===== src/rtl/led_seq_pkg.sv =====
// rtl/led_seq_pkg.sv - shared types and constants for the LED pattern sequencer
//
// Purpose : mode/phase encodings, default geometry and a small width helper
// Ports   : none (package)
package led_seq_pkg;

   typedef enum logic [1:0] {
      AUTO   = 2'd0,
      BLINK  = 2'd1,
      CHASE  = 2'd2,
      BOUNCE = 2'd3
   } mode_e;

   typedef enum logic [1:0] {
      PH_BLINK = 2'd0,
      PH_SHR   = 2'd1,
      PH_SHL   = 2'd2
   } phase_e;

   localparam int DEF_WIDTH       = 8;
   localparam int DEF_BLINK_STEPS = 6;

   function automatic int max_int(input int a, input int b);
      return (a > b) ? a : b;
   endfunction

endpackage


===== src/rtl/step_tick_gen.sv =====
// rtl/step_tick_gen.sv - step prescaler producing one tick every div+1 enabled cycles
//
// Purpose : counts enabled clkout cycles and flags the cycle on which a step happens
// Ports   : clkout  - step clock
//           rst     - asynchronous active-high reset
//           en      - 1 = count, 0 = hold count and suppress tick
//           div     - step period minus one
//           tick    - combinational, high on the cycle whose edge performs a step
module step_tick_gen #(
   parameter int DIV_W = 4
) (
   input  logic             clkout,
   input  logic             rst,
   input  logic             en,
   input  logic [DIV_W-1:0] div,
   output logic             tick
);

   logic [DIV_W-1:0] pcnt_q;
   logic [DIV_W-1:0] pcnt_d;

   // >= rather than == so that lowering div below the current count fires
   // on the next cycle instead of wrapping through the whole counter range.
   assign tick = en && (pcnt_q >= div);

   always_comb begin
      pcnt_d = pcnt_q;
      if (en) begin
         pcnt_d = tick ? '0 : pcnt_q + 1'b1;
      end
   end

   always_ff @(posedge clkout or posedge rst) begin
      if (rst) begin
         pcnt_q <= '0;
      end else begin
         pcnt_q <= pcnt_d;
      end
   end

endmodule


===== src/rtl/led_pattern_seq.sv =====
// rtl/led_pattern_seq.sv - LED light-show sequencer (auto / blink / chase / bounce)
//
// Purpose : steps an LED pattern once per prescaler tick, with run/pause and status pulses
// Ports   : clkout     - step clock from the clock divider
//           rst        - asynchronous active-high reset
//           en         - 1 = run, 0 = pause (all state frozen)
//           mode       - 0 auto, 1 blink, 2 chase right, 3 bounce
//           div        - one step every div+1 enabled cycles
//           LED        - registered LED drive
//           phase      - auto phase (0 BLINK, 1 SHR, 2 SHL), 0 in other modes
//           step_done  - pulse coincident with each LED update
//           cycle_done - pulse on the last step of a full auto cycle
module led_pattern_seq
   import led_seq_pkg::*;
#(
   parameter int WIDTH       = DEF_WIDTH,
   parameter int BLINK_STEPS = DEF_BLINK_STEPS,
   parameter int DIV_W       = 4
) (
   input  logic             clkout,
   input  logic             rst,
   input  logic             en,
   input  logic [1:0]       mode,
   input  logic [DIV_W-1:0] div,
   output logic [WIDTH-1:0] LED,
   output logic [1:0]       phase,
   output logic             step_done,
   output logic             cycle_done
);

   localparam int CNT_W = $clog2(max_int(BLINK_STEPS, WIDTH)) + 1;
   localparam logic [CNT_W-1:0] BLINK_LAST = CNT_W'(BLINK_STEPS - 1);
   localparam logic [CNT_W-1:0] SHIFT_LAST = CNT_W'(WIDTH - 1);
   localparam logic [WIDTH-1:0] MSB_ONLY   = {1'b1, {(WIDTH-1){1'b0}}};

   logic             tick;
   mode_e            mode_in;

   logic [WIDTH-1:0] led_q, led_d;
   phase_e           phase_q, phase_d;
   logic [CNT_W-1:0] cnt_q, cnt_d;
   mode_e            mode_q, mode_d;
   logic             dir_q, dir_d;        // 0 = moving right, 1 = moving left
   logic             step_done_q;
   logic             cycle_done_q, cyc_d;
   logic [WIDTH-1:0] bounce_nxt;

   step_tick_gen #(.DIV_W(DIV_W)) u_tick (
      .clkout (clkout),
      .rst    (rst),
      .en     (en),
      .div    (div),
      .tick   (tick)
   );

   assign mode_in    = mode_e'(mode);
   assign bounce_nxt = dir_q ? (led_q << 1) : (led_q >> 1);

   always_comb begin
      led_d   = led_q;
      phase_d = phase_q;
      cnt_d   = cnt_q;
      mode_d  = mode_q;
      dir_d   = dir_q;
      cyc_d   = 1'b0;

      if (mode_in != mode_q) begin
         // Entry step of the new mode; any progress in the old mode is dropped.
         mode_d  = mode_in;
         phase_d = PH_BLINK;
         cnt_d   = '0;
         dir_d   = 1'b0;
         case (mode_in)
            AUTO: begin
               // The entry step counts as the first blink step.
               led_d = '1;
               if (BLINK_STEPS == 1) begin
                  phase_d = PH_SHR;
               end else begin
                  cnt_d = CNT_W'(1);
               end
            end
            BLINK:   led_d = '1;
            default: led_d = MSB_ONLY;
         endcase
      end else begin
         case (mode_q)
            AUTO: begin
               case (phase_q)
                  PH_BLINK: begin
                     led_d = ~led_q;
                     if (cnt_q == BLINK_LAST) begin
                        phase_d = PH_SHR;
                        cnt_d   = '0;
                     end else begin
                        cnt_d = cnt_q + 1'b1;
                     end
                  end
                  PH_SHR: begin
                     led_d = (cnt_q == '0) ? MSB_ONLY : (led_q >> 1);
                     if (cnt_q == SHIFT_LAST) begin
                        phase_d = PH_SHL;
                        cnt_d   = '0;
                     end else begin
                        cnt_d = cnt_q + 1'b1;
                     end
                  end
                  PH_SHL: begin
                     led_d = led_q << 1;
                     if (cnt_q == SHIFT_LAST) begin
                        phase_d = PH_BLINK;
                        cnt_d   = '0;
                        cyc_d   = 1'b1;
                     end else begin
                        cnt_d = cnt_q + 1'b1;
                     end
                  end
                  default: begin
                     phase_d = PH_BLINK;
                     cnt_d   = '0;
                  end
               endcase
            end
            BLINK: led_d = ~led_q;
            CHASE: led_d = {led_q[0], led_q[WIDTH-1:1]};
            default: begin
               led_d = bounce_nxt;
               // Turn around on the step that lands on an end, so each end shows once.
               if (bounce_nxt[0]) begin
                  dir_d = 1'b1;
               end else if (bounce_nxt[WIDTH-1]) begin
                  dir_d = 1'b0;
               end
            end
         endcase
      end
   end

   always_ff @(posedge clkout or posedge rst) begin
      if (rst) begin
         led_q        <= '0;
         phase_q      <= PH_BLINK;
         cnt_q        <= '0;
         mode_q       <= AUTO;
         dir_q        <= 1'b0;
         step_done_q  <= 1'b0;
         cycle_done_q <= 1'b0;
      end else begin
         step_done_q  <= tick;
         cycle_done_q <= tick & cyc_d;
         if (tick) begin
            led_q   <= led_d;
            phase_q <= phase_d;
            cnt_q   <= cnt_d;
            mode_q  <= mode_d;
            dir_q   <= dir_d;
         end
      end
   end

   assign LED        = led_q;
   assign phase      = phase_q;
   assign step_done  = step_done_q;
   assign cycle_done = cycle_done_q;

endmodule

===== config.mk =====
export PLATFORM = sky130hd
export DESIGN_NAME = led_pattern_seq
export DESIGN_NICKNAME = d
export VERILOG_FILES = /design/src/rtl/led_seq_pkg.sv /design/src/rtl/step_tick_gen.sv /design/src/rtl/led_pattern_seq.sv
export SDC_FILE = /design/constraint.sdc
export NUM_CORES = 1
export LEC_CHECK = 0
export CAP_MARGIN = 20
export CELL_PAD_IN_SITES_DETAIL_PLACEMENT = 1
export CELL_PAD_IN_SITES_GLOBAL_PLACEMENT = 2
export CORE_MARGIN = 2
export CORE_UTILIZATION = 30
export CTS_CLUSTER_DIAMETER = 150
export CTS_CLUSTER_SIZE = 30
export DETAILED_ROUTE_END_ITERATION = 7
export PLACE_DENSITY_LB_ADDON = 0.2
export SYNTH_ARGS = -nofsm -noshare
export SYNTH_HDL_FRONTEND = slang
export SYNTH_SLANG_ARGS = --single-unit

===== constraint.sdc =====
create_clock -name clkout -period 3.12 [get_ports clkout]
set_clock_uncertainty 0.15 [all_clocks]
set_input_delay 0.936 -clock clkout [delete_from_list [all_inputs] [get_ports clkout]]
set_output_delay 0.936 -clock clkout [all_outputs]
set_load 0.01 [all_outputs]

# ---- Word level (Yosys, flattened, before mapping)
# Cells that the tools add are included.
# Widths: inputs -> output; s select.
dict set report classes {
  n_addsub 2
  n_lt_le_gt_ge 1
  n_eq_ne 13
  muxes 27
  bitwise_logic 2
  reduce_logical 15
}
# op count
set op_table {}
lappend op_table {{$pmux 8 s3} 2}
lappend op_table {{$mux 8} 3}
lappend op_table {{$mux 4} 5}
lappend op_table {{$mux 2} 5}
lappend op_table {{$mux 1} 9}
lappend op_table {{$ne 3x3->1 const B} 3}
lappend op_table {{$add 4x1->4 const B} 2}
lappend op_table {{$eq 4x3->1 const B} 2}
lappend op_table {{$not 8->8} 1}
lappend op_table {{$pmux 4 s2} 1}
lappend op_table {{$mux 7} 1}
lappend op_table {{$eq 2x1->1 const B} 3}
lappend op_table {{$logic_not 2->1} 3}
lappend op_table {{$pmux 2 s3} 1}
lappend op_table {{$reduce_and 2->1} 3}
lappend op_table {{$ne 5x2->1 const B} 1}
lappend op_table {{$reduce_and 5->1} 1}
lappend op_table {{$eq 2x2->1 const B} 2}
lappend op_table {{$ge 4x4->1} 1}
lappend op_table {{$logic_not 4->1} 1}
lappend op_table {{$reduce_or 2->1} 2}
lappend op_table {{$reduce_and 3->1} 1}
lappend op_table {{$reduce_bool 3->1} 1}
lappend op_table {{$reduce_or 3->1} 1}
lappend op_table {{5 further kinds} 5}
dict set report totals {
  ff_bits 23
  in_bits 9
  out_inout_bits 12
  wordCells 68
}

# ---- Longest topological paths before layout
# Gate-level depths: netlist of run 1.
dict set report depth {
  word_depth 6
  ltp_mapped 9
  ltp_nobuf 8
}

# ---- Modules after synthesis
# Synthesis of run 1 repeated with hierarchy kept, for this count alone.
dict set report hier_totals {
  cells_unflattened 217
  hier_area_um2 1819.2
}
# mod instances cells_per_inst area_each_um2 seq_area_each_um2
set modules_own_cells {}
lappend modules_own_cells {led_pattern_seq 1 183 1502.7 475.5}
lappend modules_own_cells {step_tick_gen 1 34 316.6 100.1}

# ---- Worst setup path after synthesis of run 1
# Ideal clock, no wire load.
dict set report synth_path {
  kind {in2reg}
  from {in div[0]}
  to {reg cnt_q[1]}
  setup_time_ns 0.079
  arrival_time_ns 2.504
  required_ns 2.891
  setup_slack_ns 0.387
  cell_stages 8
  n_path_buf 1
  path_cell_list {ha_1 nand2b_1 a2111oi_4 or3_1 buf_2 inv_1 o21ai_2 mux2i_1}
}
dict set report synth_via {
  elab_chain_len 3
}
# element line
set synth_lines {}
lappend synth_lines {{start: declaration} led_pattern_seq.sv:24} ;# input logic [DIV_W-1:0] div,
lappend synth_lines {{$ge 4x4->1} step_tick_gen.sv:24} ;# assign tick = en && (pcnt_q >= div);
lappend synth_lines {{$logic_and 1x1->1} step_tick_gen.sv:24}
lappend synth_lines {{net tick} led_pattern_seq.sv:36} ;# logic tick;
lappend synth_lines {{$reduce_and 2->1 (no line)} n/a}
lappend synth_lines {{end signal: assignment} led_pattern_seq.sv:154} ;# cnt_q <= cnt_d;
lappend synth_lines {{end: declaration} led_pattern_seq.sv:41} ;# logic [CNT_W-1:0] cnt_q, cnt_d;
# The timed path passes the listed nets, and every way through them passes these cells.
# A chain may end at the register's enable or synchronous reset.

# ---- Final worst setup path of run 1
dict set report layout_path {
  from {in div[0]}
  to {reg led_q[4], in the netlist LED[4]}
}
dict set report layout_via {
  elab_chain_len 3
}
# element line
set layout_lines {}
lappend layout_lines {{$ge 4x4->1} step_tick_gen.sv:24}
lappend layout_lines {{$logic_and 1x1->1} step_tick_gen.sv:24}
lappend layout_lines {{$reduce_and 2->1 (no line)} n/a}
lappend layout_lines {{end signal: assignment} led_pattern_seq.sv:152} ;# led_q <= led_d;
lappend layout_lines {{end: declaration} led_pattern_seq.sv:39} ;# logic [WIDTH-1:0] led_q, led_d;
# No other way between the ends.

==> impl_metrics.ini, run 1 <==
[clock_tree]
cts_root_buffer = clkbuf_8
cts.htree.levels = 1
cts.sinks = 23
clk_pin_slew_ps = 90
postCtsSetupBuffers = 0
cts_hold_buf = 0
cts-resized-gates = 1
cts_made_buffers = 3
clk_latency_ps = 260
clock_path_buffers = 2
cts_tree = done

[pwr]
internal-power_uw = 1010
seq_power_share_pct = 32.1
p_comb_share_pct = 57.6
pwr-share-clk_pct = 10.3
p_sw_share_pct = 45.7
p_switching_uw = 851
p_per_area_mw_per_mm2 = 856
p_total_uw = 1860
power.leakage_uw = 0.000861
ir_drop_v = 0.000216

[synthesis]
synth_edf_count = 0
synth_common_cells = 24 x nand2_1, 23 x dfrtp_1, 20 x o21ai_0
synthArstFlopShare_pct = 100
synth_top_flop_cell = dfrtp_1
syn_area_per_cell_sq_um = 8.72
ys_types = 48
yosysTopAreaCellShare_pct = 31.9
synth_warnings = 0
yosysSeqAreaShare_pct = 31.9
synth_top_cell_by_area = dfrtp_1
synth_area_sq_mm = 0.00180
syn_inst = 207
synth_fp_nets = 229
synth_most_common_cell = nand2_1
synth-seq-cells = 23
synth_area_leaders = dfrtp_1 32%, ha_1 9.0%, o21ai_0 5.5%

[route]
drtPass1Iterations = 4
drc_errors = 0
routed_wl_microns = 5240
postRouteAntennaNets = 0
wl_per_cell_microns = 17.3
drtIter0Drc = 72
num_vias = 1653
viasPerCell = 5.44

[setup_path]
r2r_start = phase[0]$_DFFE_PP0P_
reg2reg_to = LED[3]$_DFFE_PP0P_
end_kind = register
r2r_setup_slack_ps = 640
crit_fanout = 8
start_kind = primary input
critPathArrivalTime_ps = 3010
worstSetupPathType = in2reg
critPathRequiredTime_ps = 3130
reg2regPathDepth = 7

[floorplanning]
die_area_sq_mm = 0.00665
initial_core_util_pct = 30.8
die_h_microns = 81.6
core.rowCount = 28
die_x_microns = 81.6
io_pins = 21
core_region_area_sq_mm = 0.00585

[timing]
setup_viol = 0
fin_hold_ws_ps = 393
relSlewSlack_pct = 68.4
rsz0062_at_grt = false
slew_viol_final = 0
worst_pin_slew_ps = 474
fin_crit_sh_pct = 96.1
fmax_mhz = 334
fin_crit_ps = 3000
hold_viol_final = 0

[placed_design]
dpl.hpwl_microns = 3840
portBuffers = 20
dp.cells = 300
gp_congestion = 0.829
place_area_sq_mm = 0.00212

[global_route]
gr-usage-all-layers_pct = 16.9
antenna_found_initial = 0
grt-ovfl-total = 0
grt_pass1_vias = 1764
grt_pass1_wl_microns = 8760
grt_max_degree = 24

[worst_hold_path]
hold_class = reg2reg
min_from = u_tick.pcnt_q[3]$_DFFE_PP0P_
hold_path_depth = 1
holdPathEnd = u_tick.pcnt_q[3]$_DFFE_PP0P_

[layout]
final_area_sq_mm = 0.00217
antennaDiodeCount = 0
drive_gt1_share_pct = 10.5
final_nets = 252
area_growth_pct = 20.5
final_cells = 304

[flow_run]
maxCapViolCount = 0

[run_status]
status = finished clean
==> routing by layer <==
layer | wire length (microns) | GRT usage, %
met1 | 2420 | 21.8
met2 | 2660 | 30.5
met3 | 140 | 1.65
met4 | 24 | 3.22
met5 | 0 | 0
==> through the flow <==
stage	utilization (%)	worst slack (ps)	setup TNS [ps]
2_1_floorplan	-	387	0
3_3_place_gp	36.3	-218	-1660
3_5_place_dp	36.3	-319	-2590
4_1_cts	37.1	109	0
5_1_grt	37.1	61.9	0
6_report	37.1	123	0
==> cells by family after synthesis <==
| kind of cell | after synthesis | synth area share [%] |
|---|---|---|
| AO/OA/AOI/OAI | 72 | 29.5 |
| XOR/XNOR | 2 | 0.971 |
| adder cells (fa/ha/maj) | 13 | 9.02 |
| buffers and inverters | 30 | 6.93 |
| flip-flops | 23 | 31.9 |
| multiplexers | 11 | 6.24 |
| AND/OR/NAND/NOR | 56 | 15.5 |
==> power by group through the flow <==
stage | Combinational [uW] | Clock, uW | Sequential, uW
detailed placement | 1080 | 0 | 602
global placement | 1060 | 0 | 594
CTS | 1080 | 198 | 596
global route | 1190 | 213 | 619
finish | 1070 | 192 | 597
floorplan | 744 | 0 | 541
==> worst max-delay path by stage <==
stage / startpoint / end / slack, ps / cells after the start
finish: div[0] / LED[4]$_DFFE_PP0P_ / 120 / 9
detailed placement: div[0] / cnt_q[1]$_DFFE_PP0P_ / -320 / 8
global route: div[0] / cnt_q[1]$_DFFE_PP0P_ / 60 / 8
CTS: div[0] / LED[4]$_DFFE_PP0P_ / 110 / 9
global placement: div[0] / cnt_q[1]$_DFFE_PP0P_ / -220 / 8
floorplan: div[0] / cnt_q[1]$_DFFE_PP0P_ / 390 / 8
==> cell type report <==
cell class                 instances  area (sq um)
fill                             703          3680
timing repair buffer              32           290
tap                               75          93.8
inverter                          16          60.1
sequential                        23           576
multi-input combinational        154          1110
clock buffer                       4          45.0
==> critical path: stages <==
cell and delay, ps:
clkdlybuf4s50_1 410, ha_1 280, nand2b_1 170, a2111oi_4 480, a2111oi_4 80, buf_4 170, buf_4 160, buf_4 130
o22a_1 180
==> state kept, by name (all words and copies together), names as in the netlist <==
name	count
LED	8
cnt_q	4
u_tick.pcnt_q	4
mode_q	2
phase	2
cycle_done	1
dir_q	1
step_done	1
==> placed cells by master (no fill, tap or decap), types with 2 or more instances in the layout <==
cell type,Yosys,final
o21ai_0,20,20
clkdlybuf4s50_1,0,20
inv_1,16,16
nor2_1,8,8
o22a_1,6,6
nand2b_1,4,4
a221oi_1,3,3
buf_4,1,12
mux2i_1,9,9
clkbuf_8,0,3
nand3_1,3,3
dfrtp_1,23,23
ha_1,13,13
nor3b_1,2,2
nand2_1,24,24
nand4b_1,2,2
a2111oi_4,2,2
xnor2_1,2,2
a21oi_1,11,11
nor3_1,2,2
mux2_2,2,2
nor2b_1,2,2
a22o_1,4,4
o2bb2ai_1,4,4
a211oi_1,6,6
o211ai_1,5,5
(Power assumes the default switching activity.)
==> run 2, diff against run 1 <==
--- a/config.mk
+++ b/config.mk
@@ -5,7 +5,6 @@
 export SDC_FILE = /design/constraint.sdc
 export NUM_CORES = 1
 export LEC_CHECK = 0
-export CAP_MARGIN = 20
 export CELL_PAD_IN_SITES_DETAIL_PLACEMENT = 1
 export CELL_PAD_IN_SITES_GLOBAL_PLACEMENT = 2
 export CORE_MARGIN = 2
==> results of run 2 <==
The final DEF is identical to that of run 1; final timing and power are the same.
==> run 3, diff against run 2 <==
==> constraint.sdc (replaced) <==
create_clock -name clkout -period 3.8 [get_ports clkout]
set_clock_uncertainty 0.15 [all_clocks]
set_input_delay 1.14 -clock clkout [delete_from_list [all_inputs] [get_ports clkout]]
set_output_delay 1.14 -clock clkout [all_outputs]
set_load 0.01 [all_outputs]
==> run 3 against run 2 <==
Against the previous run:
- register-to-register slack better by 610 ps
- sequential power is 11% lower
- clock-buffer cell count is the same
- via count decreased by 0.60%
- first-iteration DRC count rose by 9.7%
- combinational power down 26%
- clock power down 18%
- worst setup slack improved by 320 ps
- critical endpoint is now cnt_q[1]$_DFFE_PP0P_
- largest cell class unchanged
==> impl_metrics.ini, run 3 (synthesized netlist as in run 1, its figures left out) <==
[run_status]
status = finished clean

[floorplanning]
initial_core_util_pct = 30.8
core.rowCount = 28
io_pins = 21
die_area_sq_mm = 0.00665
core_region_area_sq_mm = 0.00585
die_h_microns = 81.6
die_x_microns = 81.6

[placed_design]
gp_congestion = 0.767
portBuffers = 20
dp.cells = 291
pre_cts_slack_ps = 120
dpl.hpwl_microns = 3900

[setup_path]
critPathRequiredTime_ps = 3850
critical-path-slowest-cell = a2111oi_4
max_stage_delay_ps = 480
start_kind = primary input
cp_top_family = compound AO/OA/AOI/OAI gates
worstSetupPathType = in2reg
r2r_setup_slack_ps = 1250
path_cells = clkdlybuf4s50_1 -> ha_1 -> nand2b_1 -> a2111oi_4 -> or3_1 -> inv_1 -> o21ai_2 -> mux2i_1
cp.depth = 8
crit_fanout = 10
critPathArrivalTime_ps = 3410
end_kind = register
reg2regPathDepth = 5
critical_path_buf_inv_count = 2

[pwr]
ir_drop_v = 0.000223
p_comb_share_pct = 53.6
internal-power_uw = 788
seq_power_share_pct = 35.7
p_sw_share_pct = 46.9
p_per_area_mw_per_mm2 = 706
pwr-share-clk_pct = 10.6
power.leakage_uw = 0.000815
p_switching_uw = 696

[clock_tree]
cts_tree = done
cts_made_buffers = 3
cts_hold_buf = 0
clk_pin_slew_ps = 90
cts.htree.levels = 1
clock_path_buffers = 2
cts.sinks = 23
clk_latency_ps = 270
cts-resized-gates = 0
postCtsSetupBuffers = 0
cts_root_buffer = clkbuf_8

[global_route]
grt_pass1_wl_microns = 8940
gr-usage-all-layers_pct = 17.5
grt_pass1_vias = 1762
grt_max_degree = 24
antenna_found_initial = 0
grt-ovfl-total = 0

[worst_hold_path]
hold_class = reg2reg
hold_path_depth = 1

[flow_run]
maxCapViolCount = 0

[timing]
worst_pin_slew_ps = 949
rsz0062_at_grt = false
fin_hold_ws_ps = 394
fmax_mhz = 297
slew_viol_final = 0
hold_viol_final = 0
relSlewSlack_pct = 36.6
setup_viol = 0
setup-tns-final_ps = 0
fin_crit_ps = 3360
fin_ws_ps = 438
fin_crit_sh_pct = 88.5

[route]
wl_per_cell_microns = 18.1
postRouteAntennaNets = 0
drc_errors = 0
viasPerCell = 5.57
drtPass1Iterations = 4
num_vias = 1643
drtIter0Drc = 79
routed_wl_microns = 5350

[layout]
area_growth_pct = 16.4
antennaDiodeCount = 0
drive_gt1_share_pct = 6.36
final_cells = 295
regArea_sq_um = 576
multi_input_area_sq_mm = 0.00110
largest_register_ffs = 8
final_nets = 243
fillers = 697
mostFrequentLayoutCells = 24 x nand2_1, 23 x dfrtp_1, 20 x o21ai_0, 20 x clkdlybuf4s50_1, 16 x inv_1
final_common_cell = nand2_1
[run 3: final timing paths]
check,end,from
worst max-delay path,cnt_q[1]$_DFFE_PP0P_,div[0]
worst min-delay path,u_tick.pcnt_q[3]$_DFFE_PP0P_,u_tick.pcnt_q[3]$_DFFE_PP0P_
worst max register to register,LED[4]$_DFFE_PP0P_,mode_q[1]$_DFFE_PP0P_
max in group asynchronous,dir_q$_DFFE_PP0P_,rst
min in group asynchronous,LED[3]$_DFFE_PP0P_,rst
worst min register to register,u_tick.pcnt_q[3]$_DFFE_PP0P_,u_tick.pcnt_q[3]$_DFFE_PP0P_
[run 3: cell type report]
type	instances	share of cell area (%)
multi-input cells	154	52.5
flip-flops and latches	23	27.4
repair buffers	23	10.6
well taps	75	4.47
inverters	16	2.86
clock buffers	4	2.14
[run 3: through the flow]
| step | utilization, % | instance area, sq um | total power [uW] |
|---|---|---|---|
| floorplan | - | 1800 | 1050 |
| global placement | 35.1 | 2060 | 1300 |
| detailed placement | 35.1 | 2060 | 1340 |
| CTS | 35.9 | 2100 | 1500 |
| global route | 35.9 | 2100 | 1610 |
| finish | 35.9 | 2100 | 1480 |
[run 3: power by group through the flow]
stage / clock, uW / combinational, uW / sequential (uW)
after floorplan: 0 / 611 / 444
after global placement: 0 / 775 / 524
after detailed placement: 0 / 801 / 535
after CTS: 166 / 803 / 530
after global routing: 174 / 884 / 554
final: 158 / 796 / 530
[run 3: routing by layer]
metal / vias to the layer above / wire length [microns] / global-route usage, %
li1: 780 / - / -
met1: 839 / 2490 / 22.9
met2: 18 / 2710 / 30.3
met3: 6 / 73 / 1.76
met4: 0 / 73 / 5.08
met5: - / 0 / 0
